$ cat src/rtl/servo_pkg.sv
// servo_pkg: command and FSM encodings shared by the leg servo blocks.
package servo_pkg;
  localparam logic [1:0] CMD_HOLD = 2'b00;
  localparam logic [1:0] CMD_INC  = 2'b01;
  localparam logic [1:0] CMD_DEC  = 2'b10;
  localparam logic [1:0] CMD_HOME = 2'b11;
  typedef enum logic [1:0] {S_IDLE = 2'b00, S_RUN = 2'b01, S_STOP = 2'b10} state_t;
endpackage

$ cat src/rtl/frame_timer.sv
// frame_timer: wrapping frame counter with last-cycle flag, held at 0 when not running.
module frame_timer #(
  parameter int PERIOD_CYCLES = 1000000,
  parameter int CNT_W         = 20
) (
  input  logic             clk,
  input  logic             rst,
  input  logic             run_i,
  output logic [CNT_W-1:0] cnt_o,
  output logic             last_o
);
  localparam logic [CNT_W-1:0] LAST = CNT_W'(PERIOD_CYCLES - 1);
  logic [CNT_W-1:0] cnt_q, cnt_d;
  assign last_o = run_i && cnt_q == LAST;
  assign cnt_o  = cnt_q;
  always_comb cnt_d = (!run_i || last_o) ? '0 : cnt_q + CNT_W'(1);
  always_ff @(posedge clk) cnt_q <= rst ? '0 : cnt_d;
endmodule

$ cat src/rtl/leg_servo_pwm.sv
// leg_servo_pwm: per-joint servo pulse generator with a clamped position
// stepped once per frame by the selector command.
module leg_servo_pwm
  import servo_pkg::*;
#(
  parameter int PERIOD_CYCLES = 1000000,
  parameter int MIN_PULSE     = 50000,
  parameter int MAX_PULSE     = 100000,
  parameter int CENTER_PULSE  = 75000,
  parameter int STEP          = 500,
  parameter int CNT_W         = 20
) (
  input  logic             clk,
  input  logic             rst,
  input  logic             enable,
  input  logic [1:0]       cmd,
  output logic             pwmOut,
  output logic [CNT_W-1:0] position,
  output logic             frameTick,
  output logic             atLimit
);
  localparam int W = CNT_W + 1;
  localparam logic [W-1:0] MIN_W  = W'(MIN_PULSE);
  localparam logic [W-1:0] MAX_W  = W'(MAX_PULSE);
  localparam logic [W-1:0] CEN_W  = W'(CENTER_PULSE);
  localparam logic [W-1:0] STEP_W = W'(STEP);
  if (!(MIN_PULSE <= CENTER_PULSE && CENTER_PULSE <= MAX_PULSE && MAX_PULSE < PERIOD_CYCLES)) begin : g_param_err
    $error("leg_servo_pwm: need MIN_PULSE <= CENTER_PULSE <= MAX_PULSE < PERIOD_CYCLES");
  end
  state_t state_q, state_d;
  logic [CNT_W-1:0] cnt, pos_q, pos_d;
  logic last;
  logic [W-1:0] p, up, dn, hm, nxt;
  frame_timer #(.PERIOD_CYCLES(PERIOD_CYCLES), .CNT_W(CNT_W)) u_timer (
    .clk(clk), .rst(rst), .run_i(state_q != S_IDLE), .cnt_o(cnt), .last_o(last)
  );
  always_comb begin
    state_d = state_q == S_IDLE ? (enable ? S_RUN : S_IDLE)
            : state_q == S_RUN  ? (enable ? S_RUN : S_STOP)
            : enable ? S_RUN : last ? S_IDLE : S_STOP;
  end
  // One extra bit of headroom means the step can never wrap before clamping.
  always_comb begin
    p     = {1'b0, pos_q};
    up    = p + STEP_W > MAX_W ? MAX_W : p + STEP_W;
    dn    = p < MIN_W + STEP_W ? MIN_W : p - STEP_W;
    hm    = p > CEN_W ? (p - CEN_W <= STEP_W ? CEN_W : p - STEP_W)
                      : (CEN_W - p <= STEP_W ? CEN_W : p + STEP_W);
    nxt   = cmd == CMD_INC ? up : cmd == CMD_DEC ? dn : cmd == CMD_HOME ? hm : p;
    pos_d = last ? nxt[CNT_W-1:0] : pos_q;
  end
  always_ff @(posedge clk) begin
    state_q <= rst ? S_IDLE : state_d;
    pos_q   <= rst ? CNT_W'(CENTER_PULSE) : pos_d;
  end
  assign pwmOut    = state_q != S_IDLE && cnt < pos_q;
  assign frameTick = last;
  assign position  = pos_q;
  assign atLimit   = pos_q == MIN_W[CNT_W-1:0] || pos_q == MAX_W[CNT_W-1:0];
endmodule
$ cat config.mk
export PLATFORM = sky130hd
export DESIGN_NAME = leg_servo_pwm
export DESIGN_NICKNAME = d
export VERILOG_FILES = /design/src/rtl/servo_pkg.sv /design/src/rtl/frame_timer.sv /design/src/rtl/leg_servo_pwm.sv
export SDC_FILE = /design/constraint.sdc
export NUM_CORES = 1
export LEC_CHECK = 0
export CAP_MARGIN = 20
export CORE_MARGIN = 1
export CORE_UTILIZATION = 60
export CTS_CLUSTER_DIAMETER = 150
export DETAILED_ROUTE_END_ITERATION = 12
export PLACE_DENSITY = 0.92
export SYNTH_ARGS = -nofsm -noshare
export SYNTH_HDL_FRONTEND = slang
export SYNTH_SLANG_ARGS = --single-unit
$ cat constraint.sdc
create_clock -name clk -period 9.4 [get_ports clk]
set_clock_uncertainty 0.05 [all_clocks]
set_input_delay 1.88 -clock clk [delete_from_list [all_inputs] [get_ports clk]]
set_output_delay 1.88 -clock clk [all_outputs]
set_load 0.02 [all_outputs]
==> results by group <==
GRT
  • Largest net degree at the start of global routing: 30
  • Global Route Usage Sum: a little over two fifths
  • Antenna violations before repair: 0
  • GR Overflow Total: 0
  • Vias in the first global route: 5070
  • First-pass GRT wire length: about 27000 µm

Synth
  • Most common cell in the synthesized netlist: nor2_1
  • Post-Syn Area: 0.004815 mm²
  • Synth Instances: 665
  • Top FF cell, synth: dfxtp_1
  • Yosys reg bits: 40
  • Synth area leaders: dfxtp_1 17%, ha_1 7.3%, nor2_1 5.7%
  • Synthesized area per cell: 7.240 µm²
  • Synth top area share: 16.63%
  • Post-synth ARST share: 0%
  • Distinct cells, synth: between 80 and 90
  • Synth area leader: dfxtp_1
  • Ys Warns: 0
  • Sequential cell area fraction in the yosys report: 16.63%
  • Number of flops mapped to enable cells by yosys: 0
  • Post-synth top cells: 73 x nor2_1, 46 x nand2_1, 40 x dfxtp_1, 33 x a21oi_1, 33 x nand3_1

Setup path
  • Startpoint Class: register
  • CP Class: reg2out
  • Crit. End Element: primary output
  • Crit-path cells: inv_1 > ha_1 > o21a_1 > o21a_1 > o21a_1 > o21a_1 > o21ai_0 > a21oi_1 > a31oi_1 > clkdlybuf4s50_1
  • Worst Reg-to-Reg Cells: 10
  • Required time worst endpoint: 7470 ps
  • Worst path slowest cell: dfxtp_1
  • Worst Path Arrival: 3630 ps
  • CP peak stage delay: around 910 ps
  • Reg2reg start: position[4]
  • Reg-to-reg slack, setup: 4880 ps
  • CP most frequent cell: o21a_1
  • Crit path max fanout: 29
  • RR Endpoint: position[4]

Clock tree
  • Post-CTS resize count: 0
  • H-Tree Level Count: 2
  • Clk_lat worst skew: around 300 ps
  • CTS Buf Count: 5
  • Root Buffer: clkbuf_8
  • Setup Buffers After CTS: 0
  • Worst-path clk slew: 80 ps
  • CTS Buffer Depth: 2
  • Hold_buf cts: 0
  • CTS tree: yes
  • Clock sinks: 40

Pwr
  • Peak VDD IR: 69.63 µV
  • Switching Share: 27.28%
  • Clk network pwr share: between 30% and 40%
  • Lkg Pwr: 1.888 nW
  • Switching power: 0.00008622 W
  • Combinational fraction of design power: 8.2%
  • Flop pwr share: 53.9%
  • P per Cell Area: 61.77 mW/mm²
  • Internal power: 0.0002299 W

STA
  • Unrepaired setup endpoints after global routing: no
  • Final Cycle Share: 59.20%
  • Final setup fails: 0
  • Fin. max-slew vios: 0
  • Slew HR: 34.25%
  • Measured slew at the worst slew-check pin: 984.2 ps
  • Setup TNS: 0 ps
  • FMAX: 179.7 MHz
  • Final Hold Viols: 0
  • Min Tclk post-route: 5564 ps

Drt
  • Drt drc: 0
  • WL final: 17920 µm
  • Vias: around 5700
  • Antenna-violating nets left: 0
  • WL per Instance: 23.54 µm
  • Iteration-0 DRC Markers: 831
  • Via density: 7.428
  • Pre-antenna DRT Iters: 6

Placed design
  • PortBufs: 25
  • Gpl congestion: 1.027
  • Detail Placement HPWL: 13080 µm
  • Dpl cells: 753

Finish
  • Ant. Diodes: 0
  • Fraction of layout cells with a size suffix above 1: about 4.7%
  • Nets: 691
  • Post-route insts no fill: 761
  • FILL cells: around 670
  • Area Overhead vs Synth: 6.289%

Worst hold path
  • HP Start: u_timer.cnt_o[0]
  • Worst min path class: reg2reg
  • Hold Path Sink: u_timer.cnt_o[0]
  • Hold-critical path depth: 1

Flow run
  • Maxcap violations: 0

Floorplanning
  • Die Span X: a little over 90 µm
  • Site Rows: 32
  • Die Y: ~92 µm
  • DIE AREA: 0.008387 mm²
  • Io pins: 28
  • Initial Util: 62.31%
  • Core area: 0.007727 mm²

Run status
  • Status: finished clean
## cell families (layout without fill, tap and decap cells)
group                    Yosys count  count (layout)  synth area share (%)
AND/OR/NAND/NOR                  279             279                 30.67
AO/OA/AOI/OAI                    203             203                 30.98
adder cells (fa/ha/maj)           28              28                 7.277
multiplexers                       5               5                 1.040
XOR/XNOR                          37              37                 6.731
other                              1               2               0.07789
buffers and inverters             72              65                 6.601
flip-flops                        40              40                 16.63
## stage by stage
stage / setup slack (ps) / hold slack (ps) / power [W] / instance area [µm²] / util (%)
floorplan: 4844 / 373.7 / 0.0001912 / 4818 / -
detailed placement: 4284 / 408.3 / 0.0001989 / 5029 / 65.07
global placement: 4375 / 384.3 / 0.0001983 / 5029 / 65.07
global route: 3630 / 450.7 / 0.0003226 / 5117 / 66.22
finish: 3836 / 418.8 / 0.0003161 / 5117 / 66.22
CTS: 3937 / 427.7 / 0.0003140 / 5117 / 66.22
## routing by layer
| metal | wire length, µm | global-route usage [%] | vias to the layer above |
|---|---|---|---|
| met5 | 0 | 0 | - |
| met4 | 943 | 19.05 | 0 |
| met3 | 2091 | 6.616 | 92 |
| met2 | 7685 | 67.17 | 439 |
| met1 | 7196 | 55.32 | 2609 |
| li1 | - | - | 2513 |
## state kept, by name, indices dropped and copies added, names as in the netlist
register       cells
u_timer.cnt_o     20
position          18
state_q            2
## layout make-up
cell class                 count  area (µm²)  share of cell area (%)
clock buffer                   6       72.57                   1.418
clock inverter                 2       16.27                  0.3178
inverter                      24       90.09                   1.760
multi-input combinational    554        3700                   72.30
sequential                    40       800.8                   15.65
tap                          102       127.6                   2.494
timing repair buffer          33       310.3                   6.064
## power by group through the flow
stage               Combinational, W  Sequential, W  Clock, W
finish                     0.0000258       0.000170  0.000120
global placement           0.0000239       0.000174         0
detailed placement         0.0000244       0.000174         0
global route               0.0000268       0.000171  0.000125
CTS                        0.0000245       0.000170  0.000119
floorplan                  0.0000168       0.000174         0
## layout by cell type, fill, tap and decap left out, types with 11 or more instances in the layout
cell type,n
nor2_1,73
nand3_1,33
and3_1,11
nor4_1,11
o211ai_1,15
xnor2_1,25
nor3_1,18
dfxtp_1,40
a21oi_1,33
a211oi_1,12
inv_1,20
o21ai_0,26
and2_1,11
nand2_1,46
xor2_1,12
clkdlybuf4s50_1,25
nand4_1,19
ha_1,28
a31oi_1,11
## critical path, delay by kind of cell, from the launching register on
family	cells	cell delay (ps)
AO/OA/AOI/OAI	7	1150
flip-flops	1	910
buffers and inverters	2	910
adder cells (fa/ha/maj)	1	370
## worst max path at each step
stage / start / to / slack [ps] / cells after the start
after floorplan: position[2] / pwmOut / 4840 / 11
after global placement: position[4] / pwmOut / 4380 / 10
after detailed placement: position[4] / pwmOut / 4280 / 10
after CTS: position[4] / pwmOut / 3940 / 10
after global routing: position[4] / pwmOut / 3630 / 10
final: position[4] / pwmOut / 3840 / 10
Note: power is estimated with default switching activity, not from simulation.
==> edit, RTL diff (same settings) <==
`PERIOD_CYCLES` is set to 1000000 in 2 places; all go to 500000.
--- a/src/rtl/frame_timer.sv
+++ b/src/rtl/frame_timer.sv
@@ -1,5 +1,5 @@
 // frame_timer: wrapping frame counter with last-cycle flag, held at 0 when not running.
 module frame_timer #(
-  parameter int PERIOD_CYCLES = 1000000,
+  parameter int PERIOD_CYCLES = 500000,
   parameter int CNT_W         = 20
 ) (
--- a/src/rtl/leg_servo_pwm.sv
+++ b/src/rtl/leg_servo_pwm.sv
@@ -4,5 +4,5 @@
   import servo_pkg::*;
 #(
-  parameter int PERIOD_CYCLES = 1000000,
+  parameter int PERIOD_CYCLES = 500000,
   parameter int MIN_PULSE     = 50000,
   parameter int MAX_PULSE     = 100000,
Behaviour: no difference found for any inputs over 10 cycles, from zero or initial values and one cycle with rst high; that may be too few to reach the edited logic, so the function may still have changed.
==> edit against the original RTL <==
Final area down 4.1%. Die area down 4.4%. Sequential cell count unchanged. Clock power up 27%. Wire length down 14%. Area after synthesis down 4.5%. Count of clock-buffer cells in the layout down 1. Setup slack better by 0.10 ns. Power up 10%. Maximum frequency up 1.9%. Cell count down 4.6%. Core utilization up 0.72 points. First-iteration DRC count down 1.2%. Largest power group unchanged. Highest routed layer unchanged.
==> edit: results <==
export IMPL_run_status="finished clean"
export IMPL_vdd_ir_drop_worst_mv=0.08428
export IMPL_placed_wire_length_estimate_microns=11050
export IMPL_crit_fanout=21
export IMPL_worst_hold_startpoint="state_q[1]"
export IMPL_holdCritPathClass="reg -> reg"
export IMPL_critPathLaunchType="flip-flop"
export IMPL_cts_post_setup_buffers_inserted=0
export IMPL_netSwitchingPower_mw=0.09090
export IMPL_post_synth_most_frequent_cells="sky130_fd_sc_hd__nand2_1 (61), sky130_fd_sc_hd__a21oi_1 (48), sky130_fd_sc_hd__nor2_1 (44), sky130_fd_sc_hd__dfxtp_1 (40), sky130_fd_sc_hd__o21ai_0 (39)"
export IMPL_layout_drive_gt1_share=0.07496
export IMPL_synth_compound_gate_area_share=0.3060
export IMPL_maximum_number_of_pins_on_one_net_before_global_route_repair=26
export IMPL_yosys_area_share_xor_xnor=0.06284
export IMPL_finalNetCount=659
export IMPL_wire_length_of_the_first_global_routing_pass_microns=23880
export IMPL_final_estimated_routing_congestion_in_global_placement=0.9840
export IMPL_synth_adder_area_share=0.07617
export IMPL_static_leakage_power_nw=1.804
export IMPL_detail_route_iter0_violations=821
export IMPL_grt_usage=0.3896
export IMPL_routed_wl_microns=15440
export IMPL_first_global_vias=4588
export IMPL_muxShareOfSynthArea=0.006529
export IMPL_fill_cell_total_of_the_finished_layout=616
export IMPL_timing_critical_path_arrival_ns=3.53
export IMPL_worstReg2RegStart="position[4]"
export IMPL_route_detailed_vias_per_inst=7.174
export IMPL_synth_top_cells_by_area="sky130_fd_sc_hd__dfxtp_1 (17%), sky130_fd_sc_hd__ha_1 (7.6%), sky130_fd_sc_hd__a21oi_1 (5.2%)"
export IMPL_slew_headroom=0.3391
export IMPL_yosysSeqAreaShare=0.1741
export IMPL_dp_worst_setup_slack_ns=4.356
export IMPL_yosysUniqueCellTypes=82
edit: cell types whose count changed in the layout (fill, tap and decap cells not counted), moves of 11 or more:
cell / unedited run / this run
sky130_fd_sc_hd__o21ai_0: 26 / 39
sky130_fd_sc_hd__nand2_1: 46 / 61
sky130_fd_sc_hd__o211ai_1: 15 / 4
sky130_fd_sc_hd__a21oi_1: 33 / 48
sky130_fd_sc_hd__nor3_1: 18 / 29
sky130_fd_sc_hd__nor2_1: 73 / 44
edit: final timing paths:
check | cells after the start | endpoint | slack [ns]
worst max-delay path | 10 | pwmOut | 3.94
worst min-delay path | 1 | state_q[1] | 0.38
worst max register to register | 10 | position[8] | 5.19
worst min register to register | 1 | state_q[1] | 0.38
edit: cell families (layout without fill, tap and decap cells):
group | Yosys count | count (layout)
and+or+nand+nor | 258 | 258
AOI/OAI and AO/OA | 199 | 199
buffers and inverters | 68 | 64
DFF | 40 | 40
xor gates and xnor gates | 33 | 33
adders and majority gates | 28 | 28
muxes | 3 | 3
other | 1 | 2
edit: worst max-delay path, cell delays in order, from the launching register on:
cell and delay (ns):
sky130_fd_sc_hd__dfxtp_1 0.83, sky130_fd_sc_hd__inv_1 0.39, sky130_fd_sc_hd__ha_1 0.40, sky130_fd_sc_hd__a21oi_1 0.16
sky130_fd_sc_hd__nor2b_1 0.06, sky130_fd_sc_hd__o21ai_0 0.17, sky130_fd_sc_hd__nand2b_1 0.10, sky130_fd_sc_hd__a21oi_1 0.17
sky130_fd_sc_hd__o21ai_0 0.12, sky130_fd_sc_hd__a31oi_1 0.18, sky130_fd_sc_hd__clkdlybuf4s50_1 0.63
edit: power by group through the flow:
stage                     registers (mW)  clock network, mW  logic, mW
after floorplan                    0.174                  0     0.0175
after global placement             0.174                  0     0.0250
after detailed placement           0.174                  0     0.0253
after CTS                          0.170              0.151     0.0253
after global routing               0.170              0.158     0.0279
final                              0.170              0.152     0.0268
edit: metal layers:
| metal | share of wire | vias up | wire, microns | GRT usage |
|---|---|---|---|---|
| met3 | 0.13 | 85 | 2022 | 0.08957 |
| met4 | 0.040 | 0 | 624 | 0.1688 |
| li1 | - | 2365 | - | - |
| met5 | 0 | - | 0 | 0 |
| met2 | 0.42 | 433 | 6537 | 0.5668 |
| met1 | 0.41 | 2325 | 6259 | 0.5456 |
edit: final cells by class:
class | instances | area share
Multi-Input combinational cell | 523 | 0.7073
Clock buffer | 5 | 0.01402
Sequential cell | 40 | 0.1632
Tap cell | 99 | 0.02524
Inverter | 23 | 0.01759
Timing Repair Buffer | 33 | 0.06323
Clock inverter | 3 | 0.009434
edit: per-stage QoR:
stage,cells,cell area [sq um],power (mW)
global placement,718,4792,0.1993
detailed placement,718,4792,0.1996
finish,726,4907,0.3488
floorplan,631,4603,0.1918
global route,726,4907,0.3564
CTS,726,4907,0.3463
